$ cat src/rtl/output_fifo_drain.sv
// rtl/output_fifo_drain.sv - drains the 8-bit output FIFO into 32-bit stream words
//
// Pops bytes from a non-show-ahead FIFO (data valid the cycle after the read
// strobe), packs four bytes per word (first byte in [7:0]), and presents each
// word on a valid/ready master stream with lane enables and a last-word tag.
// A frame is started by start_i and ends after byte_total_i+1 bytes; done_o
// pulses one cycle after the final word is accepted.
//
// Ports:
//   clk_i, rst_n_i        clock, synchronous active-low reset
//   start_i, byte_total_i frame start pulse and [bytes-1] for the frame
//   fifo_rd_data_i        FIFO q (valid the cycle after fifo_rd_en_o)
//   fifo_rd_en_o          FIFO read request
//   fifo_empty_i          FIFO empty flag
//   fifo_data_count_i     FIFO fill level (status only)
//   m_data_o, m_byte_en_o packed word and its valid byte lanes
//   m_valid_o, m_ready_i  word handshake
//   m_last_o              final word of the frame
//   busy_o, done_o        frame in progress / one-cycle completion pulse
module output_fifo_drain #(
    parameter int FIFO_DEPTH = 1024,
    parameter int CNT_W      = 16
) (
    input  logic                          clk_i,
    input  logic                          rst_n_i,
    input  logic                          start_i,
    input  logic [CNT_W-1:0]              byte_total_i,
    input  logic [7:0]                    fifo_rd_data_i,
    output logic                          fifo_rd_en_o,
    input  logic                          fifo_empty_i,
    input  logic [$clog2(FIFO_DEPTH)-1:0] fifo_data_count_i,
    output logic [31:0]                   m_data_o,
    output logic [3:0]                    m_byte_en_o,
    output logic                          m_valid_o,
    input  logic                          m_ready_i,
    output logic                          m_last_o,
    output logic                          busy_o,
    output logic                          done_o
);

    localparam logic [1:0] ST_IDLE  = 2'd0;
    localparam logic [1:0] ST_RUN   = 2'd1;
    localparam logic [1:0] ST_DRAIN = 2'd2;

    logic [1:0]       state;
    logic [CNT_W-1:0] total;
    logic [CNT_W:0]   req_cnt;
    logic [CNT_W:0]   rcv_cnt;
    logic [2:0]       lane;
    logic             inflight;
    logic [3:0][7:0]  pack;

    logic [CNT_W:0]   total_p1;
    logic [CNT_W:0]   rcv_nxt;
    logic [2:0]       lane_nxt;
    logic [2:0]       occ_after;
    logic [3:0][7:0]  pack_nxt;
    logic [3:0]       be_nxt;
    logic             out_free;
    logic             word_ready;
    logic             xfer;
    logic             hs;

    // Fill level is informational only; flow control uses fifo_empty_i.
    logic unused_count;
    assign unused_count = ^fifo_data_count_i;

    assign busy_o = (state != ST_IDLE);

    always_comb begin
        total_p1 = {1'b0, total} + {{CNT_W{1'b0}}, 1'b1};
        lane_nxt = lane + {2'b00, inflight};
        rcv_nxt  = rcv_cnt + {{CNT_W{1'b0}}, inflight};
        pack_nxt = pack;
        if (inflight) begin
            pack_nxt[lane[1:0]] = fifo_rd_data_i;
        end
        out_free   = !m_valid_o || m_ready_i;
        hs         = m_valid_o && m_ready_i;
        // A word completes on the cycle its final byte lands, so the byte
        // arriving this cycle goes straight into the output register.
        word_ready = (lane_nxt == 3'd4) ||
                     ((rcv_nxt == total_p1) && (lane_nxt != 3'd0));
        xfer       = (state != ST_IDLE) && word_ready && out_free;
        // Lanes still occupied after this cycle; a new read is only issued if
        // its byte will have a free lane when it arrives, so nothing is lost
        // while the sink stalls and back-to-back reads continue across words.
        occ_after  = xfer ? 3'd0 : lane_nxt;
        fifo_rd_en_o = (state == ST_RUN) && !fifo_empty_i &&
                       (req_cnt <= {1'b0, total}) && (occ_after < 3'd4);
        case (lane_nxt)
            3'd1:    be_nxt = 4'b0001;
            3'd2:    be_nxt = 4'b0011;
            3'd3:    be_nxt = 4'b0111;
            default: be_nxt = 4'b1111;
        endcase
    end

    always_ff @(posedge clk_i) begin
        if (!rst_n_i) begin
            state       <= ST_IDLE;
            total       <= '0;
            req_cnt     <= '0;
            rcv_cnt     <= '0;
            lane        <= '0;
            inflight    <= 1'b0;
            pack        <= '0;
            m_data_o    <= '0;
            m_byte_en_o <= '0;
            m_valid_o   <= 1'b0;
            m_last_o    <= 1'b0;
            done_o      <= 1'b0;
        end else if (start_i) begin
            // Also aborts any frame in flight: its pending byte and word vanish.
            state       <= ST_RUN;
            total       <= byte_total_i;
            req_cnt     <= '0;
            rcv_cnt     <= '0;
            lane        <= '0;
            inflight    <= 1'b0;
            pack        <= '0;
            m_data_o    <= '0;
            m_byte_en_o <= '0;
            m_valid_o   <= 1'b0;
            m_last_o    <= 1'b0;
            done_o      <= 1'b0;
        end else begin
            done_o   <= 1'b0;
            inflight <= fifo_rd_en_o;
            rcv_cnt  <= rcv_nxt;
            if (fifo_rd_en_o) begin
                req_cnt <= req_cnt + {{CNT_W{1'b0}}, 1'b1};
            end

            if (xfer) begin
                // pack is cleared here, so unused lanes of a short word read 0.
                m_data_o    <= pack_nxt;
                m_byte_en_o <= be_nxt;
                m_last_o    <= (rcv_nxt == total_p1);
                m_valid_o   <= 1'b1;
                lane        <= '0;
                pack        <= '0;
            end else begin
                lane <= lane_nxt;
                pack <= pack_nxt;
                if (hs) begin
                    m_valid_o <= 1'b0;
                    m_last_o  <= 1'b0;
                end
            end

            case (state)
                ST_RUN: begin
                    if (req_cnt == total_p1) begin
                        state <= ST_DRAIN;
                    end
                end
                default: begin
                end
            endcase

            if ((state != ST_IDLE) && hs && m_last_o) begin
                state  <= ST_IDLE;
                done_o <= 1'b1;
            end
        end
    end

endmodule

$ cat config.mk
export PLATFORM = sky130hd
export DESIGN_NAME = output_fifo_drain
export DESIGN_NICKNAME = d
export VERILOG_FILES = /design/src/rtl/output_fifo_drain.sv
export SDC_FILE = /design/constraint.sdc
export NUM_CORES = 1
export LEC_CHECK = 0
export ABC_AREA = 1
export BUFFER_PORTS_ARGS = -buffer_cell sky130_fd_sc_hd__buf_2
export CORE_ASPECT_RATIO = 1.1
export CORE_MARGIN = 4
export CORE_UTILIZATION = 53
export DETAILED_ROUTE_END_ITERATION = 10
export PLACE_DENSITY = 0.76
export SYNTH_ARGS = -nofsm -noshare
export SYNTH_HDL_FRONTEND = slang
export SYNTH_SLANG_ARGS = --single-unit
$ cat constraint.sdc
create_clock -name clk_i -period 2.42 [get_ports clk_i]
set_clock_uncertainty 0.05 [all_clocks]
set_input_delay 0.121 -clock clk_i [delete_from_list [all_inputs] [get_ports clk_i]]
set_output_delay 0.121 -clock clk_i [all_outputs]
set_load 0.02 [all_outputs]
After elaboration in Yosys (flattened, before gate mapping). Index checks and enable logic that the tools add are counted. Widths: inputs -> output; s select.

Muxes and demuxes: 14. Bitwise logic cells: 1. Order comparisons: 4. $add $sub $neg: 4. Reduce and logical (&&, ||, !) cells: 24. Equality and inequality tests: 7.

Operator list (count): $eq 17x17->1 (2); $bwmux 32 (1); $mux 32 (1); $add 16x1->17 const B (1); $add 17x1->17 (1); $add 17x1->17 const B (1); $le 17x16->1 (1); $demux 8 s2 (1); $pmux 4 s3 (1); $logic_and 1x1->1 (10); $reduce_bool 3->1 (3); $mux 1 (8); $mux 8 (1); $eq 3x2->1 const B (2); $reduce_or 3->1 (2); $reduce_and 2->1 (2); $reduce_bool 2->1 (2); $add 3x1->3 (1); $eq 3x1->1 const B (1); $eq 3x3->1 const B (1); $lt 2x3->1 const B (1); $lt 3x3->1 const B (1); $mux 3 (1); $eq 2x1->1 const B (1); 5 further kinds (7).

Output and inout bits: 41. Register bits: 127. Input port bits: 39. Word-level logic and storage cells: 70.

Longest topological paths before layout. Gate-level depths: netlist of run 1.

Word-level depth: 9. Mapped depth: 21. Depth with buffers taken out: 19.

Worst setup path after synthesis of run 1. Ideal clock, no wire load.

Kind: reg2out. Start: reg inflight. End: out fifo_rd_en_o. Slack: -0.156 ns. Cell stages (with the launch flop): 19. Buffers on the path: 2. Data arrival time: 2.405 ns. Data required time: 2.249 ns. Path through: dfxtp_1 > ha_1 > ha_1 > nand3_2 > inv_2 > nand2_2 > o21ai_1 > nand2_1 > nand2_1 > nand2_1 > inv_1 > nand3_1 > o21bai_2 > nand3_2 > buf_6 > nand2_4 > buf_4 > nand2_1 > inv_1.

Word-level cells in the longest chain between the ends: 9. Elaborated cells between the ends (all ways): 12. Those cells by class: 2 x add/sub; 1 x order compare; 2 x eq/ne; 1 x mux; 6 x reduce/logical.

Ends and longest elaborated chain: start, declared (line 50) `logic inflight;`; start signal, assigned (line 129) `inflight <= fifo_rd_en_o;`; $add 17x1->17 or $add 3x1->3 (tied branches) (line 73, 72); $eq 17x17->1 or $reduce_bool 3->1 (tied branches) (line 83) `((rcv_nxt == total_p1) && (lane_nxt != 3'd0));`; $logic_and 1x1->1 (line 83); $logic_or 1x1->1 (line 82) `word_ready = (lane_nxt == 3'd4) ||`; $logic_and 1x1->1 (2 in series) (line 84) `xfer = (state != ST_IDLE) && word_ready && out_free;`; $mux 3 (*); $lt 3x3->1 (*) (line 90) `(req_cnt <= {1'b0, total}) && (occ_after < 3'd4);`; $logic_and 1x1->1 (*) (line 90); end, declared (line 29) `output logic fifo_rd_en_o,`.

Every way passes the cells marked *; elsewhere a longest branch is shown, timed or not.

Worst setup path in the final report of run 1.
Start: reg rcv_cnt[0]. End: reg pack[27] (netlist bit).

Word-level cells in the longest chain between the ends: 7.

Ends and longest elaborated chain: start, declared (line 48) `logic [CNT_W:0] rcv_cnt;`; start signal, assigned (line 130) `rcv_cnt <= rcv_nxt;`; $add 17x1->17 (line 73) `rcv_nxt = rcv_cnt + {{CNT_W{1'b0}}, inflight};`; $eq 17x17->1 (line 83); $logic_and 1x1->1 (line 83); $logic_or 1x1->1 (line 82); $logic_and 1x1->1 (2 in series) (line 84); $reduce_or 3->1 (no source line); end signal, assigned (line 145) `pack <= pack_nxt;`; end, declared (line 51) `logic [3:0][7:0] pack;`.

Every way passes these cells. A chain may end at the register's enable or synchronous reset.

==> impl_metrics.env, run 1 <==
export IMPL_worstHoldPathCells=3
export IMPL_dp_hpwl_um=13790
export IMPL_crit_fanout=8
export IMPL_mostFrequentLayoutCell="nand2_1"
export IMPL_period_minus_slack_ps=3163
export IMPL_rsz0062_at_grt="yes"
export IMPL_fin_crit_sh_pct=130.7
export IMPL_cts_sinks=127
export IMPL_pwr_share_seq_pct=40.4
export IMPL_yosysSeqAreaShare_pct=37.46
export IMPL_synth_edf_count=0
export IMPL_htreeDepth=4
export IMPL_dr_pass1_iters=7
export IMPL_drt_iter0_drc=816
export IMPL_slew_headroom_pct=49.63
export IMPL_end_kind="flip-flop"
export IMPL_finalNetCount=1247
export IMPL_setup_tns_ps=-54950
export IMPL_crit_path_frequent_cell="nand2_1"
export IMPL_drt_wirelength_per_cell_um=18.06
export IMPL_synth_area_per_cell_um2=6.961
export IMPL_ys_ff_latch=127
export IMPL_swShare_pct=26.43
export IMPL_setup_slack_ps=-742.9
export IMPL_drt_vias_per_instance=5.715
export IMPL_ios=80
export IMPL_fillers=841
export IMPL_synth_cell_types=37
export IMPL_synth_flop_cell="dfxtp_1"
export IMPL_cts_path_max_buffers=2
export IMPL_initial_core_util_pct=53.91
export IMPL_async_reset_ff_share_pct=0
export IMPL_irDropWorstVdd_mv=0.4179
export IMPL_cp_cell_sequence="buf_4 > ha_4 > inv_2 > nor2_4 > nand2_2 > nand2_1 > nand2_1 > nand2_1 > nand2_1 > nor2_1 > nand2_1 > nor2_2 > nand2_2 > o21bai_4 > nand3_4 > buf_8 > buf_4 > buf_8 > nand2_8 > buf_6 > buf_16 > nor2_1"
export IMPL_die_area_um2=14680
export IMPL_dieWidth_um=115.9
export IMPL_grt_util_all_layers_pct=30.02
export IMPL_drv_cap=0
export IMPL_violations="negative setup slack"
export IMPL_drc=0
export IMPL_required_ps=2680
export IMPL_final_cell_mix="nand2_1 (234), nor2_1 (128), dfxtp_1 (122), buf_4 (104), inv_1 (80)"
export IMPL_reg2regPathDepth=22
export IMPL_slowest_delay_ps=350
export IMPL_utilization_pct=75.24
export IMPL_areaGrowthSynthToFinish_pct=39.58
export IMPL_design_area_um2=9473
export IMPL_core_area_um2=12590
export IMPL_outcome="finished, violations left"
export IMPL_path_clk_slew_ps=70
export IMPL_cp_depth=22
export IMPL_layout_drive_gt1_share_pct=26.98
export IMPL_power_density_nw_per_um2=559.4
export IMPL_antenna_found_initial=2
export IMPL_grt_ovfl_total=0
export IMPL_critPathSlowestCell="dfxtp_2"
export IMPL_final_hold_violation_count=0
export IMPL_synth_yosys_warnings=0
export IMPL_final_setup_viol_count=93
export IMPL_grt_max_degree=44
export IMPL_cts_tree="yes"
export IMPL_num_vias=7749
export IMPL_hold_class="in -> reg"
export IMPL_leakage_nw=4.323
export IMPL_cts_buffers=17
export IMPL_synth_cells=975
export IMPL_critPathLaunchType="flip-flop"
export IMPL_fin_cells=1356
export IMPL_worstSetupPathType="reg -> reg"
export IMPL_critPathTopFamily="simple AND/OR/NAND/NOR gates"
export IMPL_combPwrFrac_pct=10.7
export IMPL_die_h_um=126.7
export IMPL_routed_wl_um=24480
export IMPL_rows=43
export IMPL_clkPwrFrac_pct=48.9
export IMPL_grt_pass1_wl_um=34690
export IMPL_critPathArrivalTime_ps=3420
export IMPL_dp_cells=1279
export IMPL_timing_fmax_mhz=316.2
export IMPL_clkLatencyLatePin_ps=440
export IMPL_grt_pass1_vias=7010
export IMPL_power_switching_w=0.001401
export IMPL_worst_path_buf_inv=7
export IMPL_place_congestion=1.007
export IMPL_numPortBuffers=69
export IMPL_dpl_cell_area_um2=8060
export IMPL_slew_violations=0
export IMPL_internal_power_w=0.003899
export IMPL_cts_root_buf="clkbuf_16"
export IMPL_antenna_left=0
export IMPL_syn_nets=1037
export IMPL_syn_cell_area_um2=6787
export IMPL_tightest_slew_ps=754.8
timing repair:
action	CTS	global route
gates resized for setup	51	51
gates cloned	5	0
endpoints found under the hold margin	20	0
setup buffers	16	8
setup endpoints to repair	92	94
pin swaps	14	28
hold buffers	18	0
through the flow:
step	total power [W]	hold WS, ps	setup WS (ps)
detailed placement	0.002613	311.7	-392.8
CTS	0.005211	1.969	-520.2
global route	0.005430	20.72	-881.1
global placement	0.002607	309.8	-347.1
floorplan	0.002408	202.8	5.114
finish	0.005299	33.46	-742.9
tightest hold or removal path, stage by stage:
cell	delay [ps]
buf_2	160
mux2i_1	100
nor2_1	90
cell type report:
cell class	instances	area [um^2]	area share, %
multi-input cells	731	4039	42.64
flip-flops and latches	127	2549	26.91
repair buffers	220	1768	18.66
clock buffers	17	425.4	4.491
inverters	88	332.8	3.513
well taps	157	196.4	2.074
clock inverters	14	157.7	1.664
diodes	2	5.005	0.05283
per-layer routing:
layer	global-route usage, %	up-vias	share of wire [%]
met5	0	-	0
met4	15.09	0	6.2
met3	6.202	144	8.9
met2	48.46	482	47
met1	37.77	3549	38
li1	-	3574	-
cell usage after synthesis, types with 2 or more instances:
cell	n	area, um^2
nand2_1	255	957.2
nor2_1	134	503.0
dfxtp_1	127	2542
inv_1	83	311.6
a21oi_1	78	390.4
nand3_1	61	305.3
mux2i_1	32	320.3
or2_0	30	187.7
o21ai_0	27	135.1
ha_1	23	287.8
nand4_1	22	137.6
clkbuf_1	14	52.55
xor2_1	14	122.6
nor3_1	11	55.05
nor2_2	8	50.05
xnor2_1	7	61.31
nand2_2	6	37.54
buf_2	5	25.02
nor2_4	5	56.30
buf_4	4	30.03
buf_6	4	45.04
inv_2	4	15.01
nor4_1	3	18.77
or2_2	3	18.77
buf_1	2	7.510
nand3_2	2	20.02
flip-flops by register name, indices dropped and copies added, names as in the netlist:
register     cells
m_valid_o        1
m_data_o        32
rcv_cnt         17
pack            32
state            2
req_cnt         17
m_last_o         1
lane             3
m_byte_en_o      4
total           16
inflight         1
done_o           1
cell families (layout without fill, tap and decap cells):
kind of cell    Yosys count  in the layout  share of synthesized area (%)
simple gates            542            542                          34.86
buf+inv                 117            339                          7.227
mux                      32             32                          4.720
compound gates          112            112                          8.536
fa+ha+maj                23             23                          4.240
other cells               0              2                              0
flops                   127            127                          37.46
xor+xnor                 22             22                          2.950
power by group through the flow:
stage,clock [W],sequential (W),combinational [W]
finish,0.00259,0.00214,0.000566
global route,0.00269,0.00214,0.000601
CTS,0.00256,0.00214,0.000509
detailed placement,0,0.00218,0.000429
global placement,0,0.00218,0.000424
floorplan,0,0.00218,0.000228
worst paths after layout:
| path | from | end | slack (ps) |
|---|---|---|---|
| min reg2reg | m_byte_en_o[1]$_SDFFE_PP0P_ | m_byte_en_o[1]$_SDFFE_PP0P_ | 400 |
| max | rcv_cnt[0]$_SDFF_PP0_ | pack[27]$_SDFF_PP0_ | -740 |
| max reg2reg | rcv_cnt[0]$_SDFF_PP0_ | pack[27]$_SDFF_PP0_ | -740 |
| min | fifo_rd_data_i[2] | pack[26]$_SDFF_PP0_ | 30 |
No activity file was read; power rests on OpenSTA's default activity.
==> run 2, diff against run 1 <==
--- a/config.mk
+++ b/config.mk
@@ -5,11 +5,10 @@
 export SDC_FILE = /design/constraint.sdc
 export NUM_CORES = 1
 export LEC_CHECK = 0
-export ABC_AREA = 1
 export BUFFER_PORTS_ARGS = -buffer_cell sky130_fd_sc_hd__buf_2
 export CORE_ASPECT_RATIO = 1.1
 export CORE_MARGIN = 4
-export CORE_UTILIZATION = 53
+export CORE_UTILIZATION = 52
 export DETAILED_ROUTE_END_ITERATION = 10
 export PLACE_DENSITY = 0.76
 export SYNTH_ARGS = -nofsm -noshare
==> impl_metrics.env, run 2 <==
export IMPL_grt_max_degree=37
export IMPL_drt_vias_per_instance=6.642
export IMPL_ys_top_cells_by_count="dfxtp_1 (127), nor2_1 (100), mux2i_1 (51)"
export IMPL_period_minus_slack_ps=3852
export IMPL_synth_top_cell_area_share_pct=40.50
export IMPL_whs_ps=42.71
export IMPL_dpl_cell_area_um2=7829
export IMPL_leakage_nw=4.059
export IMPL_setup_slack_ps=-1432
export IMPL_synth_yosys_warnings=0
export IMPL_slew_headroom_pct=47.20
export IMPL_synth_area_per_cell_um2=9.019
export IMPL_violations="negative setup slack"
export IMPL_antenna_cells=0
export IMPL_slew_violations=0
export IMPL_antenna_left=0
export IMPL_areaGrowthSynthToFinish_pct=52.14
export IMPL_die_h_um=123.2
export IMPL_numPortBuffers=69
export IMPL_ios=80
export IMPL_tightest_slew_ps=782.0
export IMPL_synth_cell_types=54
export IMPL_yosysTopAreaCell="dfxtp_1"
export IMPL_internal_power_w=0.003739
export IMPL_ys_ff_latch=127
export IMPL_critPathLaunchType="flip-flop"
export IMPL_core_area_um2=11640
export IMPL_yosysSeqAreaShare_pct=40.50
export IMPL_rows=41
export IMPL_cts_buffers=17
export IMPL_clkPwrFrac_pct=49.7
export IMPL_r2r_slack_ps=-1430
export IMPL_die_area_um2=13900
export IMPL_dp_worst_setup_slack_ps=-920.2
export IMPL_mostFrequentLayoutCell="buf_4"
export IMPL_power_switching_w=0.001527
export IMPL_final_hold_violation_count=0
export IMPL_place_congestion=0.9953
export IMPL_slowest_delay_ps=570
export IMPL_initial_core_util_pct=53.91
export IMPL_cts_path_max_buffers=2
export IMPL_grt_util_all_layers_pct=30.85
export IMPL_grt_pass1_wl_um=34140
export IMPL_yosysMostFrequentCell="dfxtp_1"
export IMPL_end_kind="flip-flop"
export IMPL_path_clk_slew_ps=70
export IMPL_fin_crit_sh_pct=159.2
export IMPL_drt_wirelength_per_cell_um=25.19
export IMPL_power_density_nw_per_um2=551.3
export IMPL_drv_cap=0
export IMPL_timing_fmax_mhz=259.6
export IMPL_cts_sinks=127
export IMPL_htreeDepth=4
export IMPL_final_setup_viol_count=94
export IMPL_dr_pass1_iters=6
export IMPL_final_cell_mix="buf_4 (133), dfxtp_1 (121), nor2_1 (84), buf_2 (68), mux2i_1 (51)"
export IMPL_synth_flop_cell="dfxtp_1"
export IMPL_cts_tree="yes"
export IMPL_critPathArrivalTime_ps=4130
export IMPL_irDropWorstVdd_mv=0.7198
export IMPL_grt_ovfl_total=0
export IMPL_crit_fanout=9
export IMPL_synth_edf_count=0
export IMPL_outcome="finished, violations left"
export IMPL_cp_cell_sequence="ha_4 > nand4_4 > buf_4 > nor4_2 > xnor2_2 > xnor2_2 > o2111ai_1 > or4b_4 > a21oi_4 > buf_4 > clkbuf_16 > nor2_1 > a211oi_1"
export IMPL_num_vias=7227
export IMPL_worstSetupPathType="reg -> reg"
export IMPL_utilization_pct=82.01
export IMPL_finalNetCount=987
export IMPL_drc=0
export IMPL_hold_class="in -> reg"
export IMPL_dp_hpwl_um=12820
export IMPL_antenna_found_initial=0
export IMPL_design_area_um2=9550
export IMPL_largestRegisters="m_data_o x32, pack x32"
export IMPL_drt_iter0_drc=996
export IMPL_cts_root_buf="clkbuf_16"
export IMPL_setup_tns_ps=-118940
export IMPL_critPathSlowestCell="dfxtp_1"
export IMPL_pwr_share_seq_pct=40.5
export IMPL_syn_nets=758
export IMPL_grt_pass1_vias=6731
export IMPL_async_reset_ff_share_pct=0
export IMPL_clkLatencyLatePin_ps=440
export IMPL_layout_drive_gt1_share_pct=39.55
export IMPL_routed_wl_um=27410
export IMPL_combPwrFrac_pct=9.9
export IMPL_synth_cells=696
export IMPL_swShare_pct=29.00
export IMPL_syn_cell_area_um2=6277
export IMPL_netlist_top_cells_area="dfxtp_1 (41%), mux2i_1 (8.1%), nor2_1 (6.0%), xnor2_1 (5.3%), a211oi_1 (4.8%)"
export IMPL_required_ps=2700
export IMPL_rsz0062_at_grt="yes"
export IMPL_dieWidth_um=112.8
run 2: changes by cell type in the layout (fill, tap and decap cells not counted), moves of 15 or more:
cell,before,now
a211oi_1,1,22
a211oi_2,0,18
a21oi_1,70,16
buf_4,104,133
inv_1,80,23
mux2i_1,32,51
nand2_1,234,26
nand2_2,24,0
nand3_1,57,26
nor2_1,128,84
nor2b_1,0,18
o21ai_0,24,9
or2_0,26,0
xnor2_1,6,29
run 2: per-stage QoR:
step / cells / total power, W
after floorplan: 696 / 0.002387
after global placement: 1008 / 0.002548
after detailed placement: 1008 / 0.002562
after CTS: 1067 / 0.005139
after global routing: 1088 / 0.005359
final: 1088 / 0.005266
run 2: critical path: cells and delay by family (launching register included):
kind	cells	cell delay, ps
AND/OR/NAND/NOR	4	1070
AO/OA/AOI/OAI	3	730
flip-flops	1	570
buffers and inverters	3	550
XOR/XNOR	2	520
adder cells (fa/ha/maj)	1	250
run 2: cells by family after synthesis:
logic type               count (synthesis)  share of synthesized area (%)
XOR/XNOR                                56                          8.471
AND/OR/NAND/NOR                        266                          22.16
AO/OA/AOI/OAI                          113                          12.28
multiplexers                            51                          8.132
buffers and inverters                   60                          3.867
flip-flops                             127                          40.50
adder cells (fa/ha/maj)                 23                          4.584
run 2: final timing paths:
kind | from | cells after the start | to
setup / recovery | rcv_cnt[1]$_SDFF_PP0_ | 13 | m_data_o[26]$_SDFFE_PP0P_
hold / removal | fifo_rd_data_i[0] | 3 | pack[24]$_SDFF_PP0_
setup reg to reg | rcv_cnt[1]$_SDFF_PP0_ | 13 | m_data_o[26]$_SDFFE_PP0P_
hold reg to reg | m_byte_en_o[1]$_SDFFE_PP0P_ | 2 | m_byte_en_o[1]$_SDFFE_PP0P_
run 2: final cells by class:
| type | instances | area (um^2) |
|---|---|---|
| Clock buffer | 17 | 425.4 |
| Clock inverter | 15 | 186.4 |
| Fill cell | 537 | 2095 |
| Inverter | 23 | 86.33 |
| Multi-Input combinational cell | 509 | 4109 |
| Sequential cell | 127 | 2555 |
| Tap cell | 150 | 187.7 |
| Timing Repair Buffer | 247 | 2001 |
run 2: metal layers:
metal | vias to the layer above | wire length, um | track usage, %
met3 | 242 | 3357 | 5.531
met1 | 3335 | 9517 | 37.58
li1 | 2949 | - | -
met5 | - | 0 | 0
met2 | 701 | 12230 | 52.56
met4 | 0 | 2305 | 15.48
run 2: power by group through the flow:
stage / combinational, W / clock [W] / sequential, W
global route: 0.000537 / 0.00269 / 0.00213
detailed placement: 0.000388 / 0 / 0.00217
floorplan: 0.000214 / 0 / 0.00217
global placement: 0.000376 / 0 / 0.00217
finish: 0.000521 / 0.00261 / 0.00213
CTS: 0.000438 / 0.00257 / 0.00213
run 2: what timing repair did:
action | CTS | global route
pin swaps | 14 | 22
setup endpoints to repair | 94 | 94
endpoints found under the hold margin | 20 | 0
cloned | 2 | 8
setup buffers | 8 | 14
hold buffers | 19 | 0
resized for setup | 48 | 69
